**config.mk**
```make
export PLATFORM = sky130hd
export DESIGN_NAME = opc6_busarb
export DESIGN_NICKNAME = d
export VERILOG_FILES = /design/src/rtl/opc6_busarb.sv
export SDC_FILE = /design/constraint.sdc
export NUM_CORES = 1
export LEC_CHECK = 0
export ABC_AREA = 1
export ABC_CLOCK_PERIOD_IN_PS = 2300
export BUFFER_PORTS_ARGS = -buffer_cell sky130_fd_sc_hd__buf_2
export CAP_MARGIN = 10
export CORE_MARGIN = 4
export CORE_UTILIZATION = 25
export DETAILED_ROUTE_END_ITERATION = 7
export PLACE_DENSITY = 0.47
export RECOVER_POWER = 25
export SYNTH_ARGS = -nofsm -noshare
export SYNTH_HDL_FRONTEND = slang
export SYNTH_SLANG_ARGS = --single-unit
```
**constraint.sdc**
```tcl
create_clock -name clk -period 2.3 [get_ports clk]
set_input_delay 0.23 -clock clk [delete_from_list [all_inputs] [get_ports clk]]
set_output_delay 0.23 -clock clk [all_outputs]
set_load 0.02 [all_outputs]
```
**src/rtl/opc6_busarb.sv**
```systemverilog
// Single-port RAM arbiter for the opc6 CPU and one DMA requester.
// It also routes CPU IO cycles to io_ce and stalls the CPU via cpu_clken until each bus cycle completes.
module opc6_busarb #(
    parameter int RDLAT = 1
) (
    input  logic        clk,
    input  logic        reset_b,
    input  logic        cpu_vpa,
    input  logic        cpu_vda,
    input  logic        cpu_vio,
    input  logic        cpu_rnw,
    input  logic [15:0] cpu_address,
    input  logic [15:0] cpu_dout,
    output logic [15:0] cpu_din,
    output logic        cpu_clken,
    input  logic        dma_req,
    input  logic        dma_rnw,
    input  logic [15:0] dma_address,
    input  logic [15:0] dma_wdata,
    output logic        dma_ack,
    output logic [15:0] dma_rdata,
    output logic        mem_ce,
    output logic        mem_we,
    output logic [15:0] mem_address,
    output logic [15:0] mem_wdata,
    input  logic [15:0] mem_rdata,
    output logic        io_ce,
    input  logic [15:0] io_rdata
);

    typedef enum logic [1:0] {
        ST_ARB  = 2'd0,
        ST_XFER = 2'd1,
        ST_WAIT = 2'd2,
        ST_DONE = 2'd3
    } state_t;

    localparam logic       GNT_CPU = 1'b0;
    localparam logic       GNT_DMA = 1'b1;
    localparam logic [1:0] RDLAT_L = 2'(RDLAT);

    state_t      state_r;
    logic        last_grant_r;
    logic        owner_r;
    logic        io_r;
    logic        rd_r;
    logic [1:0]  cnt_r;
    logic        mem_ce_r;
    logic        mem_we_r;
    logic        io_ce_r;
    logic [15:0] mem_address_r;
    logic [15:0] mem_wdata_r;
    logic [15:0] cpu_din_r;
    logic [15:0] dma_rdata_r;
    logic        clken_r;
    logic        dma_ack_r;

    logic        cpu_bus_s;
    logic        cpu_io_s;
    logic        grant_cpu_s;
    logic        grant_dma_s;
    logic        arb_free_s;
    logic [15:0] rdata_s;

    assign cpu_bus_s = cpu_vpa | cpu_vda;
    assign cpu_io_s  = cpu_vda & cpu_vio;
    assign rdata_s   = io_r ? io_rdata : mem_rdata;

    // Arbitration: strict alternation under contention, otherwise whoever asks.
    always_comb begin
        grant_cpu_s = 1'b0;
        grant_dma_s = 1'b0;
        if (cpu_bus_s && dma_req) begin
            if (last_grant_r == GNT_DMA) begin
                grant_cpu_s = 1'b1;
            end else begin
                grant_dma_s = 1'b1;
            end
        end else if (cpu_bus_s) begin
            grant_cpu_s = 1'b1;
        end else if (dma_req) begin
            grant_dma_s = 1'b1;
        end else begin
            grant_cpu_s = 1'b0;
            grant_dma_s = 1'b0;
        end
    end

    // Internal CPU cycles run at full speed; the reset term keeps clken low while held in reset.
    assign arb_free_s = reset_b & (state_r == ST_ARB) & ~cpu_bus_s;

    assign cpu_clken   = clken_r | arb_free_s;
    assign dma_ack     = dma_ack_r;
    assign cpu_din     = cpu_din_r;
    assign dma_rdata   = dma_rdata_r;
    assign mem_ce      = mem_ce_r;
    assign mem_we      = mem_we_r;
    assign io_ce       = io_ce_r;
    assign mem_address = mem_address_r;
    assign mem_wdata   = mem_wdata_r;

    // Bus cycle sequencer: ARB -> XFER -> (WAIT) -> DONE with registered strobes and completions.
    always_ff @(posedge clk or negedge reset_b) begin
        if (!reset_b) begin
            state_r       <= ST_ARB;
            last_grant_r  <= GNT_DMA;
            owner_r       <= GNT_CPU;
            io_r          <= 1'b0;
            rd_r          <= 1'b0;
            cnt_r         <= 2'd0;
            mem_ce_r      <= 1'b0;
            mem_we_r      <= 1'b0;
            io_ce_r       <= 1'b0;
            mem_address_r <= 16'h0000;
            mem_wdata_r   <= 16'h0000;
            cpu_din_r     <= 16'h0000;
            dma_rdata_r   <= 16'h0000;
            clken_r       <= 1'b0;
            dma_ack_r     <= 1'b0;
        end else begin
            case (state_r)
                ST_ARB: begin
                    if (grant_cpu_s) begin
                        owner_r       <= GNT_CPU;
                        last_grant_r  <= GNT_CPU;
                        io_r          <= cpu_io_s;
                        rd_r          <= cpu_rnw;
                        mem_address_r <= cpu_address;
                        mem_wdata_r   <= cpu_dout;
                        mem_we_r      <= ~cpu_rnw;
                        mem_ce_r      <= ~cpu_io_s;
                        io_ce_r       <= cpu_io_s;
                        state_r       <= ST_XFER;
                    end else if (grant_dma_s) begin
                        owner_r       <= GNT_DMA;
                        last_grant_r  <= GNT_DMA;
                        io_r          <= 1'b0;
                        rd_r          <= dma_rnw;
                        mem_address_r <= dma_address;
                        mem_wdata_r   <= dma_wdata;
                        mem_we_r      <= ~dma_rnw;
                        mem_ce_r      <= 1'b1;
                        io_ce_r       <= 1'b0;
                        state_r       <= ST_XFER;
                    end else begin
                        state_r       <= ST_ARB;
                    end
                end
                ST_XFER: begin
                    mem_ce_r <= 1'b0;
                    io_ce_r  <= 1'b0;
                    mem_we_r <= 1'b0;
                    if (rd_r) begin
                        cnt_r   <= io_r ? 2'd1 : RDLAT_L;
                        state_r <= ST_WAIT;
                    end else begin
                        clken_r   <= (owner_r == GNT_CPU);
                        dma_ack_r <= (owner_r == GNT_DMA);
                        state_r   <= ST_DONE;
                    end
                end
                ST_WAIT: begin
                    if (cnt_r == 2'd1) begin
                        if (owner_r == GNT_CPU) begin
                            cpu_din_r <= rdata_s;
                        end else begin
                            dma_rdata_r <= rdata_s;
                        end
                        clken_r   <= (owner_r == GNT_CPU);
                        dma_ack_r <= (owner_r == GNT_DMA);
                        state_r   <= ST_DONE;
                    end else begin
                        cnt_r <= cnt_r - 2'd1;
                    end
                end
                ST_DONE: begin
                    clken_r   <= 1'b0;
                    dma_ack_r <= 1'b0;
                    state_r   <= ST_ARB;
                end
                default: begin
                    state_r <= ST_ARB;
                end
            endcase
        end
    end

endmodule
```
==> run summary, run 1 <==
largest net degree at the start of global routing = 43
Final Cell Area = 5070 um^2
initial antenna violation count = 1
Least-Margin Pin Slew = 1.06 ns
Final min period = 1.79 ns
Synth Warn # = 0
maximum vdd drop = 0.463 mV
Critical Path AT = 2.01 ns
CTS max path bufs = 2
PostCTS Resize Cnt = 0
post-route clock period utilization = 0.780
CTS Sinks = 77
WP data required = 2.52 ns
unrepaired setup endpoints after global routing = no
type of origin of the critical path = flip-flop
dominant cells by area after synthesis = dfrtp_1 (50%), nand2_1 (21%), nand3_1 (7.7%)
total global routing overflow = 0
CTS tree = built
HPWL Detailed = 8.58 mm
Core ar. = 14700 um^2
Post-synth EDFFs = 0
max_slew headroom = 0.296
vias in the first global route = 3693
I/O Pins = 173
Synth Area in Compound Gates = 0.0729
area leader, netlist = dfrtp_1
maximum clock frequency = 0.557 GHz
Pre-antenna DRT Iters = 4
diodes inserted = 0
layout cells sized above 1 = 0.317
via count = 3668
DIE AREA = 17200 um^2
H-Tree Depth = 3
Finished Core Util = 0.345
sequential-to-total area share from yosys stat = 0.509
PortBufs = 172
DRC = 0
Post-synth ARST share = 1.00
clk root buf = clkbuf_16
Slew Limit Fails = 0
die height = 131 um
Layout fillers = 1587
Antenna Nets Post-Route = 0
syn_nets = 581
post-synthesis cell count = 471
DP Area = 4750 um^2
TritonCTS Buffers = 9
total negative setup slack = 0 ns
most used flip-flop cell after synthesis = dfrtp_1
hold violation count in the final report = 0
row count = 44
worst slack at placement = 0.483 ns
initial drt markers = 207
Die X = 131 um
Setup Viol. Count Final = 0
setup slack after layout = 0.506 ns
most instantiated library cell after synthesis = nand2_1
max-cap viol count = 0
area delta synth->final = 33.8%
status = finished clean
Yosys cell types = 22
Setup CP Type = flip-flop to flip-flop
Max FO, Critical Path = 30
gpl congestion = 0.835
post-synth top area share = 0.502
mux share of post-synthesis cell area = 0
Initial Util = 0.258
fin nets = 748
post-synthesis simple-gate area fraction = 0.328
routed wire length = 11.5 mm
CP endpoint kind = flip-flop
routed len/inst = 13.9 um
Synth Area in Adders = 0.0198
Worst-path clk slew = 0.06 ns
worst clock skew = 0.00244 ns
mapped cell area = 3790 um^2
Leakage = 0.00276 uW
Avg Inst Size Synth = 8.05 um^2
Post-Synth XOR/XNOR Area = 0
synthesized flop and latch total = 77
routed vias/inst = 4.44
first-pass GRT wire length = 18.9 mm
Total Routing Usage GR = 0.135
largest family of logic cells by synthesized area = simple AND/OR/NAND/NOR gates
Pwr per Cell Area = 1430 nW/um^2
Hold WC Path Type = input pin to flip-flop
clk_lat worst skew = 0.33 ns
Commonest cells post-synth = nand2_1 (214), dfrtp_1 (76), nand3_1 (58)
==> worst max-delay path, stage by stage, from the launching register on <==
cell and delay, ns:
dfrtp_1 0.41, inv_1 0.11, ha_1 0.21, nand2_2 0.11, nor2_4 0.53, nand3_1 0.16, o21a_1 0.15
==> per-stage QoR <==
stage	std cells	total power [uW]	hold WS [ns]
final	827	7280	0.182
after floorplan	471	4770	-0.0656
after CTS	827	7430	0.161
after detailed placement	810	5830	0.349
after global placement	810	5760	0.340
after global routing	827	7890	0.176
==> cells in the final DEF, fill, tap and decap left out, drive strengths merged, types with 2 or more instances in the layout <==
cell type / Yosys / final
dfrtp: 76 / 76
nor2: 23 / 23
nand2: 219 / 219
a31oi: 16 / 16
clkbuf: 0 / 18
ha: 6 / 6
inv: 19 / 19
nand3: 58 / 58
o21ai: 8 / 8
o21a: 16 / 16
bufinv: 0 / 2
buf: 25 / 174
clkinv: 0 / 2
==> layout make-up <==
type | instances | area, um^2 | area share
sequential | 77 | 1930 | 0.380
multi-input combinational | 350 | 1590 | 0.314
timing repair buffer | 181 | 921 | 0.182
clock buffer | 12 | 256 | 0.0506
tap | 184 | 230 | 0.0454
inverter | 19 | 73.8 | 0.0145
clock inverter | 4 | 70.1 | 0.0138
==> report_power, final <==
part	total (uW)	switching, uW	internal, uW
sequential	2420	407	2010
combinational	3310	2190	1120
clock	1550	544	1010
total	7280	3140	4130
==> cell families (layout without fill, tap and decap cells) <==
logic type | after synthesis | in the layout
buffers and inverters | 44 | 216
flip-flops | 77 | 77
AND/OR/NAND/NOR | 302 | 302
adder cells (fa/ha/maj) | 6 | 6
AO/OA/AOI/OAI | 42 | 42
==> routing by layer <==
metal / up-vias / part of all wire / global-route usage
met5: - / 0.0011 / 0
met4: 2 / 0.010 / 0.0502
met3: 10 / 0.12 / 0.0600
met2: 180 / 0.41 / 0.198
met1: 1628 / 0.46 / 0.177
li1: 1848 / - / -
==> path summary, 6_finish.rpt <==
path	cells after the start	startpoint	end	slack, ns
setup / recovery	6	state_r[0]	dma_rdata[5]	0.51
hold / removal	5	dma_wdata[10]	mem_wdata[10]	0.18
min in group asynchronous	3	reset_b	mem_wdata[12]	0.84
setup reg to reg	6	state_r[0]	dma_rdata[5]	0.51
hold reg to reg	2	mem_wdata[14]	mem_wdata[14]	0.47
max in group asynchronous	3	reset_b	dma_ack	0.74
==> state kept, by name (all words and copies together) (netlist names), 2 cells and up <==
| name | flops |
|---|---|
| mem_address | 16 |
| cpu_din | 16 |
| mem_wdata | 16 |
| state_r | 2 |
| dma_rdata | 16 |
| cnt_r | 2 |
==> what timing repair did <==
item	CTS	global route
hold endpoints to repair	35	0
setup endpoints to repair	0	0
buffers inserted	0	0
hold buffers	1	0
Power figures use the tool's default switching activity.
==> inputs of run 2 (changes only) <==
ABC_CLOCK_PERIOD_IN_PS = 1600   (was 2300)
PLACE_DENSITY = 0.49   (was 0.47)
clock period = 1.6 ns   (was 2.3 ns; I/O delays follow)
==> run summary, run 2 (same netlist as run 1, synthesis figures left out) <==
Die X = 131 um (unchanged)
total negative setup slack = 0 ns (unchanged)
DRC = 0 (unchanged)
kind of cell adding the most delay to the critical path = flip-flops
routed vias/inst = 4.42 (-0.28%)
CTS max path bufs = 2 (unchanged)
Final Non-Filler Cells = 828 (+0.12%)
clk_lat worst skew = 0.33 ns (about the same)
Max FO, Critical Path = 32 (+6.7%)
total global routing overflow = 0 (unchanged)
largest net degree at the start of global routing = 78 (+81%)
Leakage = 0.00277 uW (+0.34%)
most common cell after layout, fill and taps aside = nand2_1
I/O Pins = 173 (unchanged)
Levels on crit path = 7 (+1)
area delta synth->final = 35.1%
die height = 131 um (unchanged)
post-route clock period utilization = 0.951 (+0.171)
Initial Util = 0.258 (unchanged)
HPWL Detailed = 8.33 mm (-2.9%)
fin nets = 751 (+0.40%)
Antenna Nets Post-Route = 0 (unchanged)
Buf+Inv Stages, Crit Path = 2 (+1)
DP Area = 4810 um^2 (+1.4%)
placed instance count = 812 (+0.25%)
TritonCTS Buffers = 9 (unchanged)
status = finished clean
PortBufs = 172 (unchanged)
Slew Limit Fails = 0 (unchanged)
worst clock skew = 0.00496 ns (+0.00252 ns)
Final min period = 1.52 ns (-0.272 ns)
beginning of the critical path = state_r[0]
M2 GR Usage = 0.198 (+0.000288)
Setup Viol. Count Final = 0 (unchanged)
maximum clock frequency = 0.657 GHz (+18%)
GRT met3 Usage = 0.0474 (-0.0126)
via count = 3662 (-0.16%)
diodes inserted = 0 (unchanged)
Total Routing Usage GR = 0.130 (-0.00559)
row count = 44 (unchanged)
hold violation count in the final report = 0 (unchanged)
max_slew headroom = 0.327 (+0.0303)
first-pass GRT wire length = 18.3 mm (-3.4%)
clk root buf = clkbuf_16
crit-path cells = inv_1, ha_2, nand2_2, nor2_4, buf_12, nand3_1, o21a_1
Final Cell Area = 5120 um^2 (+0.99%)
slowest CP cell = dfrtp_1
CP Capture Point = dma_rdata[5]
H-Tree Depth = 3 (unchanged)
CTS Sinks = 77 (unchanged)
Reg-to-Reg Start = state_r[0]
WP data required = 1.82 ns (-0.70 ns)
CP endpoint kind = flip-flop
Pre-antenna DRT Iters = 4 (unchanged)
initial drt markers = 143 (-31%)
Critical Path AT = 1.74 ns (-0.27 ns)
Hold WC Path Type = input pin to flip-flop
layout cells sized above 1 = 0.329 (+0.0119)
max-cap viol count = 0 (unchanged)
R2R cell count = 7 (+1)
most frequent cells in the layout = nand2_1 (214), buf_2 (171), dfrtp_1 (76)
maximum vdd drop = 0.713 mV (+54%)
GR peak layer = met2
DIE AREA = 17200 um^2 (unchanged)
R2R Path End = dma_rdata[5]
Setup CP Type = flip-flop to flip-flop
slack of the worst reg-to-reg path = 0.08 ns (-0.43 ns)
met1 usage = 0.168 (-0.00837)
Pwr per Cell Area = 2030 nW/um^2 (+42%)
routed wire length = 11.1 mm (-3.3%)
routed len/inst = 13.4 um (-3.4%)
Core ar. = 14700 um^2 (unchanged)
type of origin of the critical path = flip-flop
gpl congestion = 0.788 (-5.7%)
Worst-path clk slew = 0.06 ns (about the same)
CP max stage delay = 0.38 ns (-0.15 ns)
CTS tree = built
Layout fillers = 1549 (-2.4%)
Least-Margin Pin Slew = 1.01 ns (-0.0455 ns)
vias in the first global route = 3574 (-3.2%)
initial antenna violation count = 1 (unchanged)
-- run 2: cell count changes in the layout (fill, tap and decap cells not counted), sizes merged --
cell,previous run,this run
bufinv,2,1
clkinv,2,1
buf,174,183
clkbuf,18,12
-- run 2: worst register-to-register path, delay by kind of cell, from the launching register on --
| family | cells | cell delay [ns] |
|---|---|---|
| DFF | 1 | 0.38 |
| buffers and inverters | 2 | 0.33 |
| AOI/OAI and AO/OA | 1 | 0.12 |
| and+or+nand+nor | 3 | 0.33 |
| adders and majority gates | 1 | 0.24 |
-- run 2: metrics by stage --
stage | util | worst slack [ns] | hold slack, ns | total power, uW
2_1_floorplan | - | 0.276 | -0.136 | 6860
3_3_place_gp | 0.328 | 0.142 | 0.249 | 8380
3_5_place_dp | 0.328 | 0.0961 | 0.247 | 8480
4_1_cts | 0.349 | 0.0256 | 0.0944 | 10600
5_1_grt | 0.349 | -0.00258 | 0.103 | 11300
6_report | 0.349 | 0.0782 | 0.106 | 10400
-- run 2: how the worst min path moves through the flow --
stage               endpoint  slack [ns]     startpoint  cells past startpoint
2_1_floorplan        clken_r       -0.14        reset_b                      0
4_1_cts           cpu_din[2]        0.09    io_rdata[2]                      3
6_report       mem_wdata[12]        0.11  dma_wdata[12]                      5
3_3_place_gp      cpu_din[1]        0.25        reset_b                      2
5_1_grt           cpu_din[2]        0.10   mem_rdata[2]                      3
3_5_place_dp    dma_rdata[0]        0.25        reset_b                      2
-- run 2: power breakdown --
group          total [uW]  switching (uW)  internal (uW)
Clock                1970             739           1230
Sequential           3400             500           2900
Combinational        5040            3280           1760
-- run 2: cell type report --
class                   count  area, um^2  area share
flip-flops and latches     77        1930       0.376
well taps                 184         230      0.0449
clock inverters             2        35.0     0.00684
inverters                  19        73.8      0.0144
multi-input cells         350        1620       0.316
clock buffers              12         246      0.0481
repair buffers            184         993       0.194
-- run 2: timing repair --
action,4_1_cts,5_1_grt
endpoints found under the setup margin,1,17
hold buffers,1,0
setup buffers,1,0
endpoints found under the hold margin,76,0
resized for setup,2,4
-- run 2: routing by layer --
layer,vias to the layer above,wire [um]
met5,-,7
met4,2,184
met3,14,1030
met2,162,4820
met1,1633,5060
li1,1851,-
